==> src/rtl/ntt_bf_scheduler.sv <==
// ntt_bf_scheduler: iterative 8-point Kyber NTT sequencer that time-shares one
// external pipelined butterfly. Coefficients are loaded serially, transformed
// in place over 3 stages of 4 butterflies, then streamed out in natural order.
// Optional sticky protocol checker on err: define NTT_SCHED_CHECK_EN.
module ntt_bf_scheduler #(
    parameter int W = 12,
    parameter int Q = 3329
) (
    input  logic         clk,
    input  logic         r,
    input  logic         in_valid,
    input  logic [W-1:0] in_data,
    output logic         in_ready,
    output logic         out_valid,
    output logic [W-1:0] out_data,
    output logic         out_last,
    input  logic         out_ready,
    output logic         bf_valid_in,
    output logic [W-1:0] bf_a,
    output logic [W-1:0] bf_b,
    output logic [W-1:0] bf_twiddle,
    input  logic         bf_valid_out,
    input  logic [W-1:0] bf_u,
    input  logic [W-1:0] bf_v,
    output logic         busy,
    output logic         err
);

    localparam logic [1:0] ST_LOAD  = 2'd0;
    localparam logic [1:0] ST_ISSUE = 2'd1;
    localparam logic [1:0] ST_DRAIN = 2'd2;
    localparam logic [1:0] ST_OUT   = 2'd3;

    localparam logic [W-1:0] TW_ONE  = W'(1);
    localparam logic [W-1:0] TW_1729 = W'(1729);
    localparam logic [W-1:0] TW_749  = W'(749);
    localparam logic [W-1:0] TW_40   = W'(40);

    logic [1:0] state_reg, state_next;
    logic [2:0] ld_cnt_reg;
    logic [1:0] k_reg;
    logic [1:0] stage_reg;
    logic [2:0] res_cnt_reg, res_cnt_next;
    logic [2:0] out_cnt_reg;

    // Tag queue of destination slot pairs for in-flight butterflies
    logic [1:0] tq_wr_reg, tq_rd_reg;
    logic [2:0] tq_cnt_reg;
    logic [2:0] tq_i_mem [4];
    logic [2:0] tq_j_mem [4];

    logic [W-1:0] coef [8];

    logic [2:0]   iss_i, iss_j;
    logic [W-1:0] iss_tw;
    logic         is_issue, ld_fire, wb_fire, out_fire, stage_done;
    logic [2:0]   wb_i, wb_j;

    assign is_issue   = (state_reg == ST_ISSUE);
    assign ld_fire    = (state_reg == ST_LOAD) && in_valid;
    assign out_fire   = (state_reg == ST_OUT) && out_ready;
    // Results are only accepted while a stage is in flight and a tag exists;
    // anything else (e.g. stragglers after an abort) is dropped.
    assign wb_fire    = bf_valid_out && (tq_cnt_reg != 3'd0) &&
                        ((state_reg == ST_ISSUE) || (state_reg == ST_DRAIN));
    assign wb_i       = tq_i_mem[tq_rd_reg];
    assign wb_j       = tq_j_mem[tq_rd_reg];
    assign res_cnt_next = res_cnt_reg + {2'b00, wb_fire};
    // Stage barrier: leave DRAIN on the same edge as the 4th writeback
    assign stage_done = (state_reg == ST_DRAIN) && (res_cnt_next == 3'd4);

    // Operand slot pair and twiddle for the current (stage, k) issue slot
    always_comb begin
        iss_i  = 3'd0;
        iss_j  = 3'd0;
        iss_tw = TW_ONE;
        case (stage_reg)
            2'd0: begin
                iss_i = {1'b0, k_reg};
                iss_j = {1'b1, k_reg};
                case (k_reg)
                    2'd0:    iss_tw = TW_ONE;
                    2'd1:    iss_tw = TW_1729;
                    2'd2:    iss_tw = TW_749;
                    default: iss_tw = TW_40;
                endcase
            end
            2'd1: begin
                iss_i  = {k_reg[1], 1'b0, k_reg[0]};
                iss_j  = {k_reg[1], 1'b1, k_reg[0]};
                iss_tw = k_reg[0] ? TW_749 : TW_ONE;
            end
            default: begin
                iss_i = {k_reg, 1'b0};
                iss_j = {k_reg, 1'b1};
            end
        endcase
    end

    // Next-state logic for LOAD -> ISSUE <-> DRAIN -> OUT -> LOAD
    always_comb begin
        state_next = state_reg;
        case (state_reg)
            ST_LOAD:  if (ld_fire && ld_cnt_reg == 3'd7) state_next = ST_ISSUE;
            ST_ISSUE: if (k_reg == 2'd3) state_next = ST_DRAIN;
            ST_DRAIN: if (stage_done) state_next = (stage_reg == 2'd2) ? ST_OUT : ST_ISSUE;
            default:  if (out_fire && out_cnt_reg == 3'd7) state_next = ST_LOAD;
        endcase
    end

    // State, counters and tag-queue pointers; reset aborts any transform
    always_ff @(posedge clk or negedge r) begin
        if (!r) begin
            state_reg   <= ST_LOAD;
            ld_cnt_reg  <= 3'd0;
            k_reg       <= 2'd0;
            stage_reg   <= 2'd0;
            res_cnt_reg <= 3'd0;
            out_cnt_reg <= 3'd0;
            tq_wr_reg   <= 2'd0;
            tq_rd_reg   <= 2'd0;
            tq_cnt_reg  <= 3'd0;
        end else begin
            state_reg <= state_next;
            if (ld_fire) ld_cnt_reg <= ld_cnt_reg + 3'd1;
            if (is_issue) k_reg <= k_reg + 2'd1;
            if (stage_done) begin
                stage_reg   <= (stage_reg == 2'd2) ? 2'd0 : stage_reg + 2'd1;
                res_cnt_reg <= 3'd0;
            end else begin
                res_cnt_reg <= res_cnt_next;
            end
            if (out_fire) out_cnt_reg <= out_cnt_reg + 3'd1;
            if (is_issue) tq_wr_reg <= tq_wr_reg + 2'd1;
            if (wb_fire) tq_rd_reg <= tq_rd_reg + 2'd1;
            tq_cnt_reg <= tq_cnt_reg + {2'b00, is_issue} - {2'b00, wb_fire};
        end
    end

    // Record destination pair of each issued butterfly
    always_ff @(posedge clk) begin
        if (is_issue) begin
            tq_i_mem[tq_wr_reg] <= iss_i;
            tq_j_mem[tq_wr_reg] <= iss_j;
        end
    end

    // Coefficient slots: serial load, then in-place writeback (u -> i, v -> j)
    generate
        for (genvar gi = 0; gi < 8; gi++) begin : g_slot
            logic [W-1:0] slot_reg;
            // One slot: load and writeback never coincide (different states)
            always_ff @(posedge clk) begin
                if (ld_fire && ld_cnt_reg == 3'(gi))
                    slot_reg <= in_data;
                else if (wb_fire && wb_i == 3'(gi))
                    slot_reg <= bf_u;
                else if (wb_fire && wb_j == 3'(gi))
                    slot_reg <= bf_v;
            end
            assign coef[gi] = slot_reg;
        end
    endgenerate

    assign in_ready    = (state_reg == ST_LOAD);
    assign busy        = (state_reg != ST_LOAD);
    assign bf_valid_in = is_issue;
    assign bf_a        = is_issue ? coef[iss_i] : '0;
    assign bf_b        = is_issue ? coef[iss_j] : '0;
    assign bf_twiddle  = is_issue ? iss_tw : '0;
    assign out_valid   = (state_reg == ST_OUT);
    assign out_data    = (state_reg == ST_OUT) ? coef[out_cnt_reg] : '0;
    assign out_last    = (state_reg == ST_OUT) && (out_cnt_reg == 3'd7);

`ifdef NTT_SCHED_CHECK_EN
    localparam logic [W-1:0] Q_W = W'(Q);
    logic err_reg;

    // Sticky error: orphan result, out-of-range input or butterfly result
    always_ff @(posedge clk or negedge r) begin
        if (!r) begin
            err_reg <= 1'b0;
        end else if ((bf_valid_out && tq_cnt_reg == 3'd0) ||
                     (ld_fire && in_data >= Q_W) ||
                     (bf_valid_out && (bf_u >= Q_W || bf_v >= Q_W))) begin
            err_reg <= 1'b1;
        end
    end
    assign err = err_reg;
`else
    logic unused_q;
    assign unused_q = (Q != 0);
    assign err = 1'b0;
`endif

endmodule

==> config.mk <==
export PLATFORM = sky130hd
export DESIGN_NAME = ntt_bf_scheduler
export DESIGN_NICKNAME = d
export VERILOG_FILES = /design/src/rtl/ntt_bf_scheduler.sv
export SDC_FILE = /design/constraint.sdc
export NUM_CORES = 1
export LEC_CHECK = 0
export CORE_ASPECT_RATIO = 1.1
export CORE_MARGIN = 2
export CORE_UTILIZATION = 49
export CTS_BUF_LIST = sky130_fd_sc_hd__clkbuf_4
export CTS_CLUSTER_SIZE = 14
export DETAILED_ROUTE_END_ITERATION = 16
export HOLD_SLACK_MARGIN = 0.12
export PLACE_DENSITY = 0.7
export SKIP_LAST_GASP = 1
export SYNTH_ARGS = -nofsm -noshare
export SYNTH_HDL_FRONTEND = slang
export SYNTH_SLANG_ARGS = --single-unit
==> constraint.sdc <==
create_clock -name clk -period 3.7 [get_ports clk]
set_clock_uncertainty 0.1 [all_clocks]
set_input_delay 0.74 -clock clk [delete_from_list [all_inputs] [get_ports clk]]
set_output_delay 0.74 -clock clk [all_outputs]
set_load 0.02 [all_outputs]
# [Word-level counts from Yosys, hierarchy flattened]
# Memory sizes are Yosys's and may differ from the RTL's.
# Index checks and enable logic that the tools add are counted.
[totals] ramBits=24 regBits=118 input_bits=41 latch_bits=0 romBits=0 out_inout_bits=54 mem_count=2
[op_classes] div_mod_pow=0 bitwise=3 n_reduce_logical=50 addsub=9 magnitude_cmp=3 shifts=0 eq_ne=34 n_mul=0 muxes=52
[memory_table] name="tq_i_mem" words=4 width=3 rd=1 rd_clocked_by_memory_dff=0 write_ports=1 line_no="49" source="logic [2:0] tq_i_mem [4];"
[memory_table] name="tq_j_mem" words=4 width=3 rd=1 rd_clocked_by_memory_dff=0 write_ports=1 line_no="50" source="logic [2:0] tq_j_mem [4];"
[ops] op="$mux 12" n=34
[ops] op="$bmux 12 s3" n=3
[ops] op="$eq 3x3->1 const B" n=14
[ops] op="$pmux 11 s3" n=1
[ops] op="$logic_and 1x1->1" n=31
[ops] op="$reduce_bool 3->1" n=9
[ops] op="$pmux 11 s2" n=1
[ops] op="$eq 3x2->1 const B" n=6
[ops] op="$ge 4x4->1 const B" n=3
[ops] op="$mux 2" n=6
[ops] op="$not 3->4" n=3
[ops] op="$pmux 3 s2" n=2
[ops] op="$eq 2x2->1 const B" n=5
[ops] op="$mux 10" n=1
[ops] op="$eq 3x1->1 const B" n=3
[ops] op="$logic_not 3->1" n=3
[ops] op="$add 2x1->2 const B" n=4
[ops] op="$add 3x1->3" n=2
[ops] op="$add 3x1->3 const B" n=2
[ops] op="$eq 2x1->1 const B" n=3
[ops] op="$logic_not 2->1" n=3
[ops] op="$pmux 2 s3" n=1
[ops] op="$ne 2x1->1 const B" n=2
[ops] op="$reduce_and 4->1" n=1
[ops] op="other kinds (7)" n=8

# [Logic depth before layout (Yosys ltp)]
# Gate-level depths: netlist of run 1.
[depth] word_depth=8 mapped_depth=11 depth_no_buf=10

# [Least setup slack after synthesis of run 1]
# OpenSTA, ideal clock, no wires.
[synth_path] path_type="flip-flop to output port" from="register stage_reg[1]" to="output bf_b[10]" n_path_buf=2 path_stages_with_launch=7 setup_slack_ps=548 required_ps=2860 arrival_ps=2312 cell_sequence="dfrtp_1 clkbuf_1 o21bai_1 nand2_1 buf_1 mux2_2 a221oi_1"
[synth_between] elab_chain_len=7
[synth_rtl] item="from (decl)" line_no="42" source="logic [1:0] stage_reg;"
[synth_rtl] item="from (signal assigned)" line_no="128" source="stage_reg <= (stage_reg == 2'd2) ? 2'd0 : stage_reg + 2'd1;"
[synth_rtl] item="$eq 2x1->1 or $logic_not 2->1 (tied branches)" line_no="77" source="case (stage_reg)"
[synth_rtl] item="$pmux 3 s2 (*)" line_no="77"
[synth_rtl] item="net iss_j[1]" line_no="54" source="logic [2:0] iss_i, iss_j;"
[synth_rtl] item="$not 3->4 (not written as such) (*)" line_no="169" source="assign bf_b = is_issue ? coef[iss_j] : '0;"
[synth_rtl] item="$bmux 12 s3 (*)" line_no="169"
[synth_rtl] item="$mux 12 (not written as such) (*) (2 in a row)" line_no="169"
[synth_rtl] item="$mux 12 (*)" line_no="169"
[synth_rtl] item="to (decl)" line_no="20" source="output logic [W-1:0] bf_b,"
# Mark *: on every way through the listed nets, which the timed path passes. The rest lies on a longest branch. The select of a mux whose other input is x is not followed.

# [Worst setup path in the final report of run 1]
[layout_path] from="register stage_reg[1]" to="output bf_b[5]"
[layout_between] elab_chain_len=7
[layout_rtl] item="$eq 2x1->1 or $logic_not 2->1 (tied branches)" line_no="77"
[layout_rtl] item="$pmux 3 s2 (*)" line_no="77"
[layout_rtl] item="$not 3->4 (not written as such) (*)" line_no="169"
[layout_rtl] item="$bmux 12 s3 (*)" line_no="169"
[layout_rtl] item="$mux 12 (not written as such) (*) (2 in a row)" line_no="169"
[layout_rtl] item="$mux 12 (*)" line_no="169"
# Mark *: on every way between the ends. The rest lies on a longest branch, timed or not. The select of a mux whose other input is x is not followed.

==> run summary, run 1 <==
The pin count of the biggest net entering global routing came out at 38. Counting the fill cells in the layout gives 1721. TritonCTS built the clock tree.

The arrival time of the worst setup path came out at 2.84 ns. After layout, the worst path uses 99.3% of the clock period. The number of hold violations in the final report came to 0. The total clock buffers created by CTS is 17. In this run the count of I/O pins placed on the die edge is 95. Once the floorplan was initialized, standard cells occupied 50.2% of the core.

The wire length of the first global-routing pass came out at 49.5 mm. Setup repair after global routing could not meet its margin everywhere. Across the run, the number of max-cap violations was 0. The post-detailed-route count of antenna-violating nets is 0.

STA classifies the critical path startpoint as a register. The die width is 140 microns. For this run, asynchronously set or reset flops after synthesis account for 15.5%. STA classifies the critical path endpoint as an output port. The number of cells on the worst reg-to-reg path is 4. For this run the aggregate overflow at the end of global routing stands at 0. The first-pass iteration count of the detailed router came out at 6. The synthesized design contains 120 enable-type register cells. The synthesized netlist contains 52 unique library cells.

Headroom to the max-slew limit came out at 29.0%. After detailed routing, the total wire length is 32.6 mm. The worst vdd rail ir drop came out at 0.467 mV. The average instance area after synthesis came out at 10.2 sq um. Clock-pin slew was measured on the worst setup and hold paths at 0.15 ns.

After detailed routing, the average wire length per cell comes to 25.3 microns. The floorplan die area is 21600 sq um. The area inside the core boundary is 19900 sq um.

The power per standard cell area is 885 nW/um^2. The placement-stage cell area came out at 11100 sq um. The sequential standard cell area is 4160 sq um. The cell accounting for the most synthesized area is edfxtp_1. The tree is rooted in a clkbuf_4. The critical-path maximum fanout is 18. The clock sink count came out at 142. The number of setup violations in the final report is 0. The critical path in this run is classified as register to output port. The worst slack after detailed placement is 0.339 ns.

The final hold slack came out at 0.447 ns. In this run the most critical hold path is launched from tq_wr_reg[0]. During synthesis, Yosys emitted a total of 0 warnings. The via total after detailed routing came out at 8720. The detailed router's first-iteration violation count is 1616. The highest clock rate is 272 MHz. The number of antenna violations at the first check in global routing is 1. The sequential element share of the synthesized area came out at 41.5%.

Setup slack on the critical path of the routed design comes to 0.0246 ns. Leaving out fill and tap cells, the most frequent cell in the layout is a21oi_1. The slew at the pin with the worst max-slew slack came out at 1.06 ns. The vias per cell is 6.75. The count of hold buffers inserted by post-cts repair is 0. The flow ran to the end, and the final reports show no timing, DRC or antenna violations.

The beginning of the worst register-to-register path is tq_rd_reg[0]. The register with the most flip-flops in the layout has 96 of them. For the worst setup path, the data required time is 2.86 ns. The DRC violation count after routing came out at 0. The number of nets at the end of the flow is 1090.

The static leakage came out at 4.37 nW. The global-route usage over all layers came out at 30.3%. The number of synthesized register bits is 142. The floorplan step set the die height to 154 microns. The min-delay analysis places its worst path in the category register to register.

The total power after layout came out at 0.0101 W. The total standard cell area after synthesis is 10000 sq um. The clock latency at the later pin of the worst-skew pair is 0.53 ns. In the post-synthesis netlist, the biggest area contributors are edfxtp_1 (36%), mux4_2 (8.8%), a22oi_1 (7.1%). The count of buffers inserted at the top-level ports is 89. Cells with a size suffix above 1 make up 16.1% of the layout. The setup slack on the worst flop-to-flop path came out at 0.67 ns.

In the layout the commonest cells are a21oi_1 (124), edfxtp_1 (120), nor2_1 (118). The synthesis-to-finish area growth is 14.2%. The H-tree was split into 4 levels. Routability-driven placement finished with a final weighted congestion of 0.932. The fraction of post-synthesis cell area in the top cell type by area came out at 36.0%. The count of pins over their slew limit is 0. The total number of placement rows is 54. The clock period could shrink to 3.68 ns. The buffer levels on the longest clock path came out at 2. The area of the multi-input gates came out at 5270 sq um. The endpoint identified for the worst register-to-register timing path is g_slot[0].slot_reg[10].

The HPWL after detailed placement came out at 23.9 mm. For this run, the leading register cell type out of synthesis is edfxtp_1. The synthesized instance count came out at 984. The via count of the first global-routing pass came out at 7842. For hold timing, the worst endpoint is tq_wr_reg[0].

For the final routed database, the setup TNS stands at 0 ns. The final instance area came out at 11400 sq um. The number of stages on the worst hold path came out at 1.
## power by group
group | switching (W) | leakage [nW] | internal (W)
sequential | 0.000486 | 1.35 | 0.00244
combinational | 0.00363 | 2.87 | 0.00260
clock | 0.000611 | 0.151 | 0.000355
## cell usage after synthesis, types with 22 or more instances
| cell type | number |
|---|---|
| a21boi_0 | 24 |
| a21oi_1 | 124 |
| a22oi_1 | 95 |
| and3_1 | 26 |
| clkbuf_1 | 80 |
| dfrtp_1 | 22 |
| edfxtp_1 | 120 |
| ha_1 | 23 |
| mux2i_1 | 40 |
| mux4_2 | 39 |
| nor2_1 | 119 |
| o21ai_0 | 40 |
## worst max path at each step
stage | slack (ns) | start | to | cells after the start
3_5_place_dp | 0.34 | k_reg[0] | bf_b[5] | 6
6_report | 0.02 | stage_reg[1] | bf_b[5] | 6
4_1_cts | -0.11 | k_reg[0] | bf_b[5] | 6
2_1_floorplan | 0.55 | stage_reg[1] | bf_b[10] | 6
3_3_place_gp | 0.40 | stage_reg[1] | bf_b[3] | 6
5_1_grt | -0.09 | k_reg[0] | bf_b[5] | 6
## metal layers
metal	vias up	track usage, %	part of all wire (%)	wire length (microns)
met5	-	0	0	0
met4	0	6.73	1.9	620
met3	54	6.82	13	4130
met2	739	44.1	43	14200
met1	4134	46.2	42	13700
li1	3793	-	-	-
## worst max-delay path: stages (launching register included)
cell	delay, ns
dfrtp_1	0.46
nor2_2	0.20
buf_12	0.20
mux2i_1	0.09
mux2_2	0.28
a221oi_2	0.40
clkdlybuf4s50_1	0.68
## kinds of logic (layout without fill, tap and decap cells)
| group | count (synthesis) | after routing | share of synthesized area, % |
|---|---|---|---|
| muxes | 96 | 96 | 15.1 |
| DFF | 142 | 142 | 41.5 |
| other | 1 | 6 | 0.0375 |
| and+or+nand+nor | 246 | 246 | 12.3 |
| AOI/OAI and AO/OA | 323 | 323 | 20.9 |
| adders and majority gates | 24 | 24 | 3.08 |
| buffers and inverters | 143 | 193 | 6.22 |
| xor gates and xnor gates | 9 | 9 | 0.788 |
## stage by stage
| step | std cells | utilization (%) |
|---|---|---|
| after floorplan | 988 | - |
| after global placement | 1256 | 55.7 |
| after detailed placement | 1256 | 55.7 |
| after CTS | 1288 | 57.0 |
| after global routing | 1291 | 57.3 |
| final | 1291 | 57.3 |
## repair_timing
action	4_1_cts	5_1_grt
pin swaps	0	1
endpoints found under the setup margin	23	9
resized for setup	26	5
setup buffers	0	1
gates cloned	0	1
## area by class of cell
cell class / count / area share [%]
well taps: 252 / 2.76
clock buffers: 17 / 1.12
multi-input cells: 703 / 46.1
diodes: 1 / 0.0219
clock inverters: 15 / 1.34
inverters: 17 / 0.591
repair buffers: 144 / 11.7
flip-flops and latches: 142 / 36.4
No activity file was read; power rests on OpenSTA's default activity.
==> run 2: changes to the inputs <==
--- a/config.mk
+++ b/config.mk
@@ -11,7 +11,9 @@
 export CTS_BUF_LIST = sky130_fd_sc_hd__clkbuf_4
 export CTS_CLUSTER_SIZE = 14
 export DETAILED_ROUTE_END_ITERATION = 16
+export GPL_TIMING_DRIVEN = 0
 export HOLD_SLACK_MARGIN = 0.12
+export MAX_ROUTING_LAYER = met4
 export PLACE_DENSITY = 0.7
 export SKIP_LAST_GASP = 1
 export SYNTH_ARGS = -nofsm -noshare
==> run 2 against run 1 <==
  * Global-route usage grew 5.0 points
  * Via count grew 3.3%
  * Clock power grew 7%
  * Fmax grew 0.87%
  * Die area is the same
  * First-iteration DRC count grew 5.1%
  * Worst hold slack lost 0.0067 ns
  * Critical path type unchanged
  * Largest power group unchanged
==> run summary, run 2 (synthesis results as in run 1) <==
The synthesis-to-finish area growth came out at 14.4% (was 14.2%). The highest clock rate came out at 274 MHz (was 272 MHz). The starting density of the core is 50.2% (unchanged). The post-detailed-routing wire length was 36.3 mm (was 32.6 mm). The vias per cell was 6.71 (was 6.75). The floorplan die area is 21600 sq um (unchanged). The critical-path maximum fanout is 13 (was 18). The number of cells on the worst reg-to-reg path is 6 (was 4).

The kind of start point of the critical path is a register (unchanged). The total power after layout is 0.0105 W (was 0.0101 W). The area of the multi-input gates is 5330 sq um (was 5270 sq um). The switching power share of the total is 47.7% (was 46.7%). Setup repair after global routing missed its margin: true (unchanged).

The number of nets at the end of the flow came out at 1141 (was 1090). The utilization after layout came out at 57.4% (was 57.3%). The class of the worst hold path is register to register (unchanged). The total number of placement rows came out at 54 (unchanged). The number of H-tree branching levels is 4 (unchanged).

Leading cell types in the layout, fill and taps excluded: a21oi_1 (124), edfxtp_1 (120), nor2_1 (118) (unchanged). The clock share of power was 9.8% (was 9.6%). The count of filler cells inserted in the layout came to 1743 (was 1721). The clock transition at the registers of the reported paths is 0.12 ns (was 0.15 ns). The startpoint of the worst setup timing path is stage_reg[1] (unchanged). The DRC violation count after routing is 0 (unchanged). The via total after detailed routing is 9010 (was 8720). The die width came out at 140 microns (unchanged). The clock sink count came out at 142 (unchanged). The I/O pin count came to 95 (unchanged). The weighted congestion reported at the end of routability-driven placement is 1.01 (was 0.932). The design internal power came out at 0.00549 W (was 0.00539 W). The flip-flop count of the largest register after layout came out at 96 (unchanged). The setup slack on the worst flop-to-flop path is 0.15 ns (was 0.67 ns). The power per standard cell area came out at 919 nW/um^2 (was 885 nW/um^2). The class of the most critical setup path is register to output port (unchanged). The most common cell after layout, fill and taps aside is a21oi_1 (unchanged). The post-route fraction of the period consumed by the critical path came out at 98.5% (was 99.3%). The static leakage is 4.37 nW (about the same). The worst vdd rail ir drop came out at 0.469 mV (was 0.467 mV). The CTS tree is yes (unchanged). The buffer levels on the longest clock path is 2 (unchanged). The final hold slack is 0.441 ns (was 0.447 ns). The total clock buffers created by CTS is 17 (unchanged). The average wire length per cell after detail routing is 27.1 microns (was 25.3 microns). The placement-stage cell area was 11000 sq um (was 11100 sq um).

The critical path endpoint category was an output port (unchanged). The first-pass iteration count of the detailed router came out at 6 (unchanged). The worst endpoint required time came out at 2.86 ns (about the same). The final instance area is 11400 sq um (about the same). The arrival time of the worst setup path came out at 2.80 ns (was 2.84 ns).

The final-layout setup total negative slack was 0 ns (unchanged). The count of buffers inserted at the top-level ports was 65 (was 89). The pin count of the biggest net entering global routing came out at 23 (was 38). The detailed router's first-iteration violation count was 1698 (was 1616). The HPWL after detailed placement is 28.2 mm (was 23.9 mm). The number of hold violations in the final report is 0 (unchanged).

The capture point of the critical path is bf_a[2] (was bf_b[5]). The post-detailed-route count of antenna-violating nets came out at 0 (unchanged). The clock period minus final worst setup slack came out at 3.64 ns (was 3.68 ns). The root cell of the clock tree is clkbuf_4 (unchanged). The fraction of power consumed by sequential logic is 27.4% (was 28.9%). The slew at the pin with the worst max-slew slack is 1.38 ns (was 1.06 ns).

The normalized max-slew margin is 7.90% (was 29.0%). The beginning of the worst register-to-register path is tq_cnt_reg[1] (was tq_rd_reg[0]). The number of antenna violations at the first check in global routing is 1 (unchanged).

The sequential standard cell area is 4160 sq um (about the same). The net switching power came out at 0.00502 W (was 0.00473 W). The critical register-to-register path endpoint is g_slot[3].slot_reg[3] (was g_slot[0].slot_reg[10]).

The via count of the first global-routing pass is 8362 (was 7842). The wire length of the first global-routing pass came to 54.9 mm (was 49.5 mm). The fraction of layout cells with a size suffix above 1 came out at 17.8% (was 16.1%). The number of max-cap violations was 0 (unchanged). The total overflow reported by the global router is 0 (unchanged). The height of the die came out at 154 microns (unchanged).

The area inside the core boundary came out at 19900 sq um (unchanged). Result of the run: complete, no violations (unchanged). The number of setup violations in the final report is 0 (unchanged). The clock latency at the later pin of the worst-skew pair is 0.54 ns (was 0.53 ns). The global-route usage over all layers came out at 35.2% (was 30.3%). The count of hold buffers inserted by post-cts repair came out at 0 (unchanged). The count of pins over their slew limit is 0 (unchanged). The share of power burned in combinational logic came out at 62.9% (was 61.5%).
==> run 2: repair_timing <==
| item | 4_1_cts | 5_1_grt |
|---|---|---|
| endpoints found under the setup margin | 89 | 26 |
| pin swaps | 5 | 0 |
| gates cloned | 0 | 0 |
| setup buffers | 8 | 0 |
| resized for setup | 110 | 48 |
==> run 2: area by class of cell <==
cell class                      instances  area share [%]
Clock inverter                         13            1.33
Multi-Input combinational cell        703            46.6
Timing Repair Buffer                   73            5.56
Inverter                               17           0.558
Clock buffer                           19            1.25
Buffer                                122            5.60
Antenna cell                            1          0.0219
Sequential cell                       142            36.3
Tap cell                              252            2.76
==> run 2: critical path, stage by stage, from the launching register on <==
cell,delay [ns]
dfrtp_1,0.41
clkbuf_4,0.20
or3b_4,0.44
nand2_4,0.13
buf_12,0.16
mux4_2,0.31
o221a_2,0.31
dlygate4sd2_1,0.32
==> run 2: routing by layer <==
| metal | up-vias | wire length, microns | track usage (%) |
|---|---|---|---|
| met5 | - | 0 | - |
| met4 | 0 | 1010 | 8.66 |
| met3 | 90 | 3930 | 5.92 |
| met2 | 721 | 16300 | 52.8 |
| met1 | 4296 | 15100 | 50.5 |
| li1 | 3903 | - | - |
==> run 2: worst min-delay path by stage <==
stage            startpoint  slack (ns)  cells past startpoint           end
2_1_floorplan             r        0.34                      0      k_reg[0]
3_3_place_gp   tq_wr_reg[0]        0.42                      1  tq_wr_reg[0]
3_5_place_dp   tq_wr_reg[0]        0.42                      1  tq_wr_reg[0]
4_1_cts        tq_wr_reg[0]        0.44                      1  tq_wr_reg[0]
5_1_grt        tq_wr_reg[0]        0.49                      1  tq_wr_reg[0]
6_report       tq_wr_reg[0]        0.44                      1  tq_wr_reg[0]
==> run 2: power groups by stage <==
stage | sequential (W) | clock, W | combinational, W
after floorplan | 0.00265 | 0 | 0.00424
after global placement | 0.00282 | 0 | 0.00628
after detailed placement | 0.00283 | 0 | 0.00632
after CTS | 0.00284 | 0.00104 | 0.00647
after global routing | 0.00292 | 0.00111 | 0.00702
final | 0.00288 | 0.00103 | 0.00661
==> run 2: metrics by stage <==
stage,setup slack (ns),instances
detailed placement,-0.721,1305
global placement,-0.748,1305
global route,-0.0638,1342
finish,0.0562,1342
CTS,-0.0195,1341
floorplan,0.548,988
